File: src/rtl/systolic_tile_scheduler_if.sv
// Handshake and row-strobe bundle between the array controller and the tile scheduler.
interface systolic_tile_scheduler_if #(
    parameter int MATRIX_SIZE = 2,
    parameter int TILE_CNT_W  = 8
);
    logic                   general_enable;
    logic                   start;
    logic [TILE_CNT_W-1:0]  num_tiles;
    logic                   abort;
    logic [MATRIX_SIZE-1:0] load_weight;
    logic [MATRIX_SIZE-1:0] enable_mult;
    logic                   busy;
    logic                   done;
    logic [TILE_CNT_W-1:0]  tile_idx;

    modport master (
        output general_enable, start, num_tiles, abort,
        input  load_weight, enable_mult, busy, done, tile_idx
    );

    modport slave (
        input  general_enable, start, num_tiles, abort,
        output load_weight, enable_mult, busy, done, tile_idx
    );
endinterface

File: src/rtl/systolic_tile_scheduler.sv
// Phase sequencer for an NxN weight-stationary systolic array: per tile it runs
// LOAD -> COMPUTE -> DRAIN, repeating for the latched tile count, then pulses done.
module systolic_tile_scheduler #(
    parameter int MATRIX_SIZE = 2,
    parameter int PE_LATENCY  = 4,
    parameter int TILE_CNT_W  = 8
) (
    input  logic                        clk,
    input  logic                        reset_n,
    systolic_tile_scheduler_if.slave    bus
);
    localparam int N       = MATRIX_SIZE;
    localparam int L       = PE_LATENCY;
    localparam int C_LEN   = (2 * N - 1) * L;
    localparam int D_LEN   = N + L;
    localparam int MAX_LEN = (C_LEN > D_LEN) ? ((C_LEN > N) ? C_LEN : N)
                                             : ((D_LEN > N) ? D_LEN : N);
    localparam int CNT_W   = $clog2(MAX_LEN) + 1;

    typedef enum logic [2:0] {
        S_IDLE,
        S_LOAD,
        S_COMPUTE,
        S_DRAIN,
        S_DONE
    } state_t;

    state_t                 r_state, w_state_nxt;
    logic [CNT_W-1:0]       r_cnt, w_cnt_nxt;
    logic [TILE_CNT_W-1:0]  r_tile, w_tile_nxt;
    logic [TILE_CNT_W-1:0]  r_tiles, w_tiles_nxt;
    logic                   w_last_tile;
    logic [MATRIX_SIZE-1:0] w_load_weight;
    logic [MATRIX_SIZE-1:0] w_enable_mult;

    assign w_last_tile = ({1'b0, r_tile} + (TILE_CNT_W+1)'(1)) >= {1'b0, r_tiles};

    // NOTE: sequential state uses non-blocking assignments so every register
    // samples the pre-edge values computed by the combinational block.
    always_ff @(posedge clk or negedge reset_n) begin
        if (!reset_n) begin
            r_state <= S_IDLE;
            r_cnt   <= '0;
            r_tile  <= '0;
            r_tiles <= '0;
        end else if (bus.general_enable) begin
            r_state <= w_state_nxt;
            r_cnt   <= w_cnt_nxt;
            r_tile  <= w_tile_nxt;
            r_tiles <= w_tiles_nxt;
        end
    end

    // NOTE: every signal gets a default first so no path through the case
    // leaves it unassigned, which would otherwise infer a latch.
    always_comb begin
        w_state_nxt = r_state;
        w_cnt_nxt   = r_cnt;
        w_tile_nxt  = r_tile;
        w_tiles_nxt = r_tiles;
        if (bus.abort && r_state != S_IDLE) begin
            w_state_nxt = S_IDLE;
            w_cnt_nxt   = '0;
            w_tile_nxt  = '0;
        end else begin
            case (r_state)
                S_IDLE: begin
                    if (bus.start && !bus.abort) begin
                        w_state_nxt = S_LOAD;
                        w_cnt_nxt   = '0;
                        w_tile_nxt  = '0;
                        w_tiles_nxt = (bus.num_tiles == '0) ? TILE_CNT_W'(1) : bus.num_tiles;
                    end
                end
                S_LOAD: begin
                    if (r_cnt == CNT_W'(N - 1)) begin
                        w_state_nxt = S_COMPUTE;
                        w_cnt_nxt   = '0;
                    end else begin
                        w_cnt_nxt = r_cnt + CNT_W'(1);
                    end
                end
                S_COMPUTE: begin
                    if (r_cnt == CNT_W'(C_LEN - 1)) begin
                        w_state_nxt = S_DRAIN;
                        w_cnt_nxt   = '0;
                    end else begin
                        w_cnt_nxt = r_cnt + CNT_W'(1);
                    end
                end
                S_DRAIN: begin
                    if (r_cnt == CNT_W'(D_LEN - 1)) begin
                        w_cnt_nxt = '0;
                        if (w_last_tile) begin
                            w_state_nxt = S_DONE;
                        end else begin
                            w_state_nxt = S_LOAD;
                            w_tile_nxt  = r_tile + TILE_CNT_W'(1);
                        end
                    end else begin
                        w_cnt_nxt = r_cnt + CNT_W'(1);
                    end
                end
                S_DONE: begin
                    w_state_nxt = S_IDLE;
                    w_tile_nxt  = '0;
                end
                default: begin
                    w_state_nxt = S_IDLE;
                    w_cnt_nxt   = '0;
                    w_tile_nxt  = '0;
                end
            endcase
        end
    end

    // Row r multiplies for N*L cycles starting L cycles after row r-1.
    always_comb begin
        w_load_weight = '0;
        w_enable_mult = '0;
        if (bus.general_enable && r_state == S_LOAD) begin
            w_load_weight = MATRIX_SIZE'(1) << r_cnt;
        end
        if (bus.general_enable && r_state == S_COMPUTE) begin
            for (int r = 0; r < N; r++) begin
                w_enable_mult[r] = (r_cnt >= CNT_W'(r * L)) && (r_cnt < CNT_W'(r * L + N * L));
            end
        end
    end

    assign bus.load_weight = w_load_weight;
    assign bus.enable_mult = w_enable_mult;
    assign bus.busy        = (r_state != S_IDLE);
    assign bus.done        = (r_state == S_DONE);
    assign bus.tile_idx    = r_tile;
endmodule
File: src/flat_wrapper.sv
// flat-port wrapper written by rule: the top's interface ports become plain ports
module systolic_tile_scheduler_flat 
#(
    parameter int MATRIX_SIZE = 2,
    parameter int PE_LATENCY  = 4,
    parameter int TILE_CNT_W  = 8
)
  (clk, reset_n, bus_general_enable, bus_start, bus_num_tiles, bus_abort, bus_load_weight, bus_enable_mult, bus_busy, bus_done, bus_tile_idx);
  systolic_tile_scheduler_if #(.MATRIX_SIZE(MATRIX_SIZE), .TILE_CNT_W(TILE_CNT_W)) bus_i ();
  input  logic clk;
  input  logic reset_n;
  input wire logic [$bits(bus_i.general_enable)-1:0] bus_general_enable;
  input wire logic [$bits(bus_i.start)-1:0] bus_start;
  input wire logic [$bits(bus_i.num_tiles)-1:0] bus_num_tiles;
  input wire logic [$bits(bus_i.abort)-1:0] bus_abort;
  output wire logic [$bits(bus_i.load_weight)-1:0] bus_load_weight;
  output wire logic [$bits(bus_i.enable_mult)-1:0] bus_enable_mult;
  output wire logic [$bits(bus_i.busy)-1:0] bus_busy;
  output wire logic [$bits(bus_i.done)-1:0] bus_done;
  output wire logic [$bits(bus_i.tile_idx)-1:0] bus_tile_idx;
  assign bus_i.general_enable = bus_general_enable;
  assign bus_i.start = bus_start;
  assign bus_i.num_tiles = bus_num_tiles;
  assign bus_i.abort = bus_abort;
  assign bus_load_weight = bus_i.load_weight;
  assign bus_enable_mult = bus_i.enable_mult;
  assign bus_busy = bus_i.busy;
  assign bus_done = bus_i.done;
  assign bus_tile_idx = bus_i.tile_idx;
  systolic_tile_scheduler #(.MATRIX_SIZE(MATRIX_SIZE), .PE_LATENCY(PE_LATENCY), .TILE_CNT_W(TILE_CNT_W)) u_core (.clk(clk), .reset_n(reset_n), .bus(bus_i));
endmodule
File: config.mk
export PLATFORM = sky130hd
export DESIGN_NAME = systolic_tile_scheduler_flat
export DESIGN_NICKNAME = d
export VERILOG_FILES = /design/src/rtl/systolic_tile_scheduler_if.sv /design/src/rtl/systolic_tile_scheduler.sv /design/src/flat_wrapper.sv
export SDC_FILE = /design/constraint.sdc
export NUM_CORES = 1
export LEC_CHECK = 0
export CAP_MARGIN = 15
export CORE_UTILIZATION = 35
export CTS_CLUSTER_SIZE = 24
export DETAILED_ROUTE_END_ITERATION = 8
export PLACE_DENSITY = 0.62
export SKIP_CTS_REPAIR_TIMING = 1
export SLEW_MARGIN = 5
export SYNTH_ARGS = -nofsm -noshare
export SYNTH_HDL_FRONTEND = slang
export SYNTH_SLANG_ARGS = --single-unit
export TNS_END_PERCENT = 20
File: constraint.sdc
create_clock -name clk -period 8.2 [get_ports clk]
set_input_delay 1.64 -clock clk [delete_from_list [all_inputs] [get_ports clk]]
set_output_delay 1.64 -clock clk [all_outputs]
set_load 0.01 [all_outputs]
==> flow_metrics.py <==
metrics = {
    "run_status": {
        "outcome": "completed",
    },
    "die": {
        "die_area_um2": 4870,
        "ios": 27,
        "start_util_pct": 36.7,
        "core_area_um2": 4380,
        "rows": 24,
        "die_h_um": 69.8,
        "die_w_um": 69.8,
    },
    "setup_path": {
        "r2r_cells": 10,
        "critPathMaxStageDelay_ps": 580,
        "worstPathRequired_ps": 6560,
        "crit_fanout": 4,
        "cpMostUsedCell": "clkdlybuf4s50_1",
        "reg2reg_slack_ps": 5180,
        "r2r-start": "u_core.bus.tile_idx[0]",
        "critPathLaunchType": "input port",
        "r2r_end": "u_core.bus.tile_idx[0]",
        "path_cells": "clkdlybuf4s50_1 -> nand2_1 -> nor4_1 -> clkdlybuf4s50_1",
        "crit_type": "input port to output pin",
        "crit_arrival_ps": 3200,
        "worst_path_max_delay_cell": "clkdlybuf4s50_1",
        "cp-end-kind": "output pin",
    },
    "timing": {
        "drv_slew": 0,
        "min_period_ps": 4840,
        "setup_tns_ps": 0,
        "finalWorstSetupSlack_ps": 3360,
        "rsz0062_at_grt": "no",
        "worst_pin_slew_ps": 499,
        "max_slew_margin_pct": 66.7,
        "whs_ps": 550,
        "setup_viol": 0,
        "hold_viol": 0,
        "clock.fmax_ghz": 0.207,
        "skew_ps": 8.59,
        "timing.final.crit_share_pct": 59.0,
    },
    "pwr": {
        "switching_share_pct": 35.2,
        "irDropWorstVdd_mv": 0.116,
        "clockPowerShare_pct": 24.2,
        "pwr-share-seq_pct": 38.2,
        "internal-power_uw": 284,
        "pwr-share-comb_pct": 37.6,
        "p_per_area_nw_per_um2": 223,
        "leakagePower_uw": 0.000855,
        "power.switching_uw": 154,
    },
    "yosys": {
        "synth_ff_type": "dfrtp_1",
        "ys_ff_latch": 24,
        "async_flop_share_pct": 100,
        "yosys_warnings": 0,
        "synth-seq-area-share_pct": 37.3,
        "synth_nets": 201,
        "synthesis.area_um2": 1610,
        "synth_cells": 177,
        "postSynthAreaPerCell_um2": 9.09,
        "synth_cell_types": 44,
        "synth_edf_count": 0,
    },
    "placement": {
        "gp_congestion": 0.810,
        "placed_area_um2": 1890,
        "io_buffers": 26,
        "dp_hpwl_um": 2570,
        "place_ws_ps": 3350,
    },
    "clock_tree": {
        "cts_tree": "built",
        "numCtsBuffers": 3,
        "clkLatencyLatePin_ps": 270,
        "path_clk_slew_ps": 90,
        "cts-root-buf": "clkbuf_8",
        "clockBufferDepth": 2,
        "cts_num_sinks": 24,
        "htreeDepth": 1,
    },
    "detailed_routing": {
        "num_vias": 1320,
        "first_pass_iters": 4,
        "routed_wl_um": 3340,
        "ant_nets": 0,
        "vias_per_cell": 5.24,
        "drc": 0,
        "wire_per_inst_um": 13.3,
        "drtIter0Drc": 50,
    },
    "hold_path": {
        "min_from": "u_core.r_tiles[6]",
        "min_path_cells": 2,
        "min_to": "u_core.r_tiles[6]",
        "hold_path.class": "register to register",
    },
    "cells_and_area": {
        "layout-drive-gt1-share_pct": 8.00,
        "antennaDiodeCount": 0,
        "area_growth_pct": 22.1,
        "final_util_pct": 44.8,
        "final_nets": 225,
        "stdcell_area_um2": 1960,
    },
    "global_routing": {
        "grt.total_usage_pct": 14.3,
        "grt_pass1_wl_um": 5530,
        "grt_pass1_vias": 1193,
        "antenna_found_initial": 0,
        "grt_max_degree": 25,
        "grt-ovfl-total": 0,
    },
    "flow_run": {
        "max_cap_viol_count": 0,
    },
}
through the flow:
step / total power (uW) / cells
6_report: 438 / 252
5_1_grt: 472 / 252
2_1_floorplan: 297 / 177
3_3_place_gp: 334 / 248
4_1_cts: 444 / 252
3_5_place_dp: 336 / 248
routing by layer:
metal | GRT usage [%] | vias up | part of all wire (%)
met5 | 0 | - | 0
met2 | 23.1 | 24 | 47
met4 | 4.89 | 0 | 1.0
met1 | 19.2 | 610 | 49
met3 | 2.76 | 4 | 3.5
li1 | - | 682 | -
cell usage after synthesis, types with 2 or more instances:
| cell type | n | area [um^2] |
|---|---|---|
| dfrtp_1 | 24 | 601 |
| a21oi_1 | 7 | 35.0 |
| buf_2 | 3 | 15.0 |
| nand2b_1 | 2 | 12.5 |
| ha_1 | 11 | 138 |
| and3_1 | 2 | 12.5 |
| o21a_1 | 2 | 15.0 |
| a211oi_1 | 2 | 15.0 |
| nand3_1 | 7 | 35.0 |
| o21ai_0 | 15 | 75.1 |
| nor2b_1 | 3 | 18.8 |
| inv_1 | 13 | 48.8 |
| clkbuf_1 | 3 | 11.3 |
| buf_6 | 2 | 22.5 |
| nand2_1 | 14 | 52.6 |
| xnor2_1 | 5 | 43.8 |
| xor2_1 | 3 | 26.3 |
| nor2_1 | 10 | 37.5 |
| nor3_1 | 6 | 30.0 |
| nor4_1 | 5 | 31.3 |
| or3_1 | 2 | 12.5 |
| o21ai_2 | 2 | 17.5 |
| a21o_1 | 4 | 30.0 |
| nand4_1 | 2 | 12.5 |
| a22o_1 | 7 | 61.3 |
| nand3b_1 | 2 | 15.0 |
| mux2_2 | 2 | 22.5 |
cell families (layout without fill, tap and decap cells):
family	after synthesis	count (layout)	share of synthesized area (%)
adder cells (fa/ha/maj)	11	11	8.55
XOR/XNOR	8	8	4.35
buffers and inverters	21	44	6.07
flip-flops	24	24	37.3
AND/OR/NAND/NOR	64	64	21.9
AO/OA/AOI/OAI	47	47	20.5
multiplexers	2	2	1.40
power by group through the flow:
stage	registers [uW]	logic (uW)	clock network (uW)
global route	172	186	114
floorplan	157	139	0
detailed placement	170	166	0
finish	167	165	106
CTS	167	167	109
global placement	170	163	0
placed cells by master (no fill, tap or decap), types with 2 or more instances in the layout:
| master | count |
|---|---|
| clkdlybuf4s50_1 | 26 |
| dfrtp_1 | 24 |
| o21ai_0 | 15 |
| nand2_1 | 14 |
| inv_1 | 13 |
| ha_1 | 11 |
| nor2_1 | 10 |
| nand3_1 | 7 |
| a21oi_1 | 7 |
| a22o_1 | 7 |
| nor3_1 | 6 |
| xnor2_1 | 5 |
| nor4_1 | 5 |
| a21o_1 | 4 |
| xor2_1 | 3 |
| nor2b_1 | 3 |
| clkbuf_8 | 3 |
| nand3b_1 | 2 |
| or3_1 | 2 |
| nand4_1 | 2 |
| o21a_1 | 2 |
| nand2b_1 | 2 |
| and3_1 | 2 |
| a211oi_1 | 2 |
| o21ai_2 | 2 |
| mux2_2 | 2 |
state kept, by name, indices dropped and copies added, names as in the netlist:
| name | flops |
|---|---|
| u_core.bus.tile_idx | 8 |
| u_core.r_state | 3 |
| u_core.r_tiles | 8 |
| u_core.r_cnt | 5 |
critical path, delay by kind of cell:
kind,cells,cell delay (ps)
buffers and inverters,2,1150
AND/OR/NAND/NOR,2,400
area by class of cell:
type	count	area (um^2)
clock buffers	3	41.3
inverters	13	48.8
well taps	52	65.1
fillers	431	2420
repair buffers	27	268
flip-flops and latches	24	601
multi-input cells	132	911
clock inverters	1	30.0
worst max path at each step:
stage	cells after the start	slack, ps	end	start
after detailed placement	4	3350	bus_load_weight[1]	bus_general_enable
after global routing	4	3230	bus_load_weight[1]	bus_general_enable
after global placement	4	3380	bus_load_weight[0]	bus_general_enable
final	4	3360	bus_load_weight[0]	bus_general_enable
after CTS	4	3340	bus_load_weight[0]	bus_general_enable
after floorplan	2	4430	bus_load_weight[0]	bus_general_enable
(Power assumes the default switching activity.)
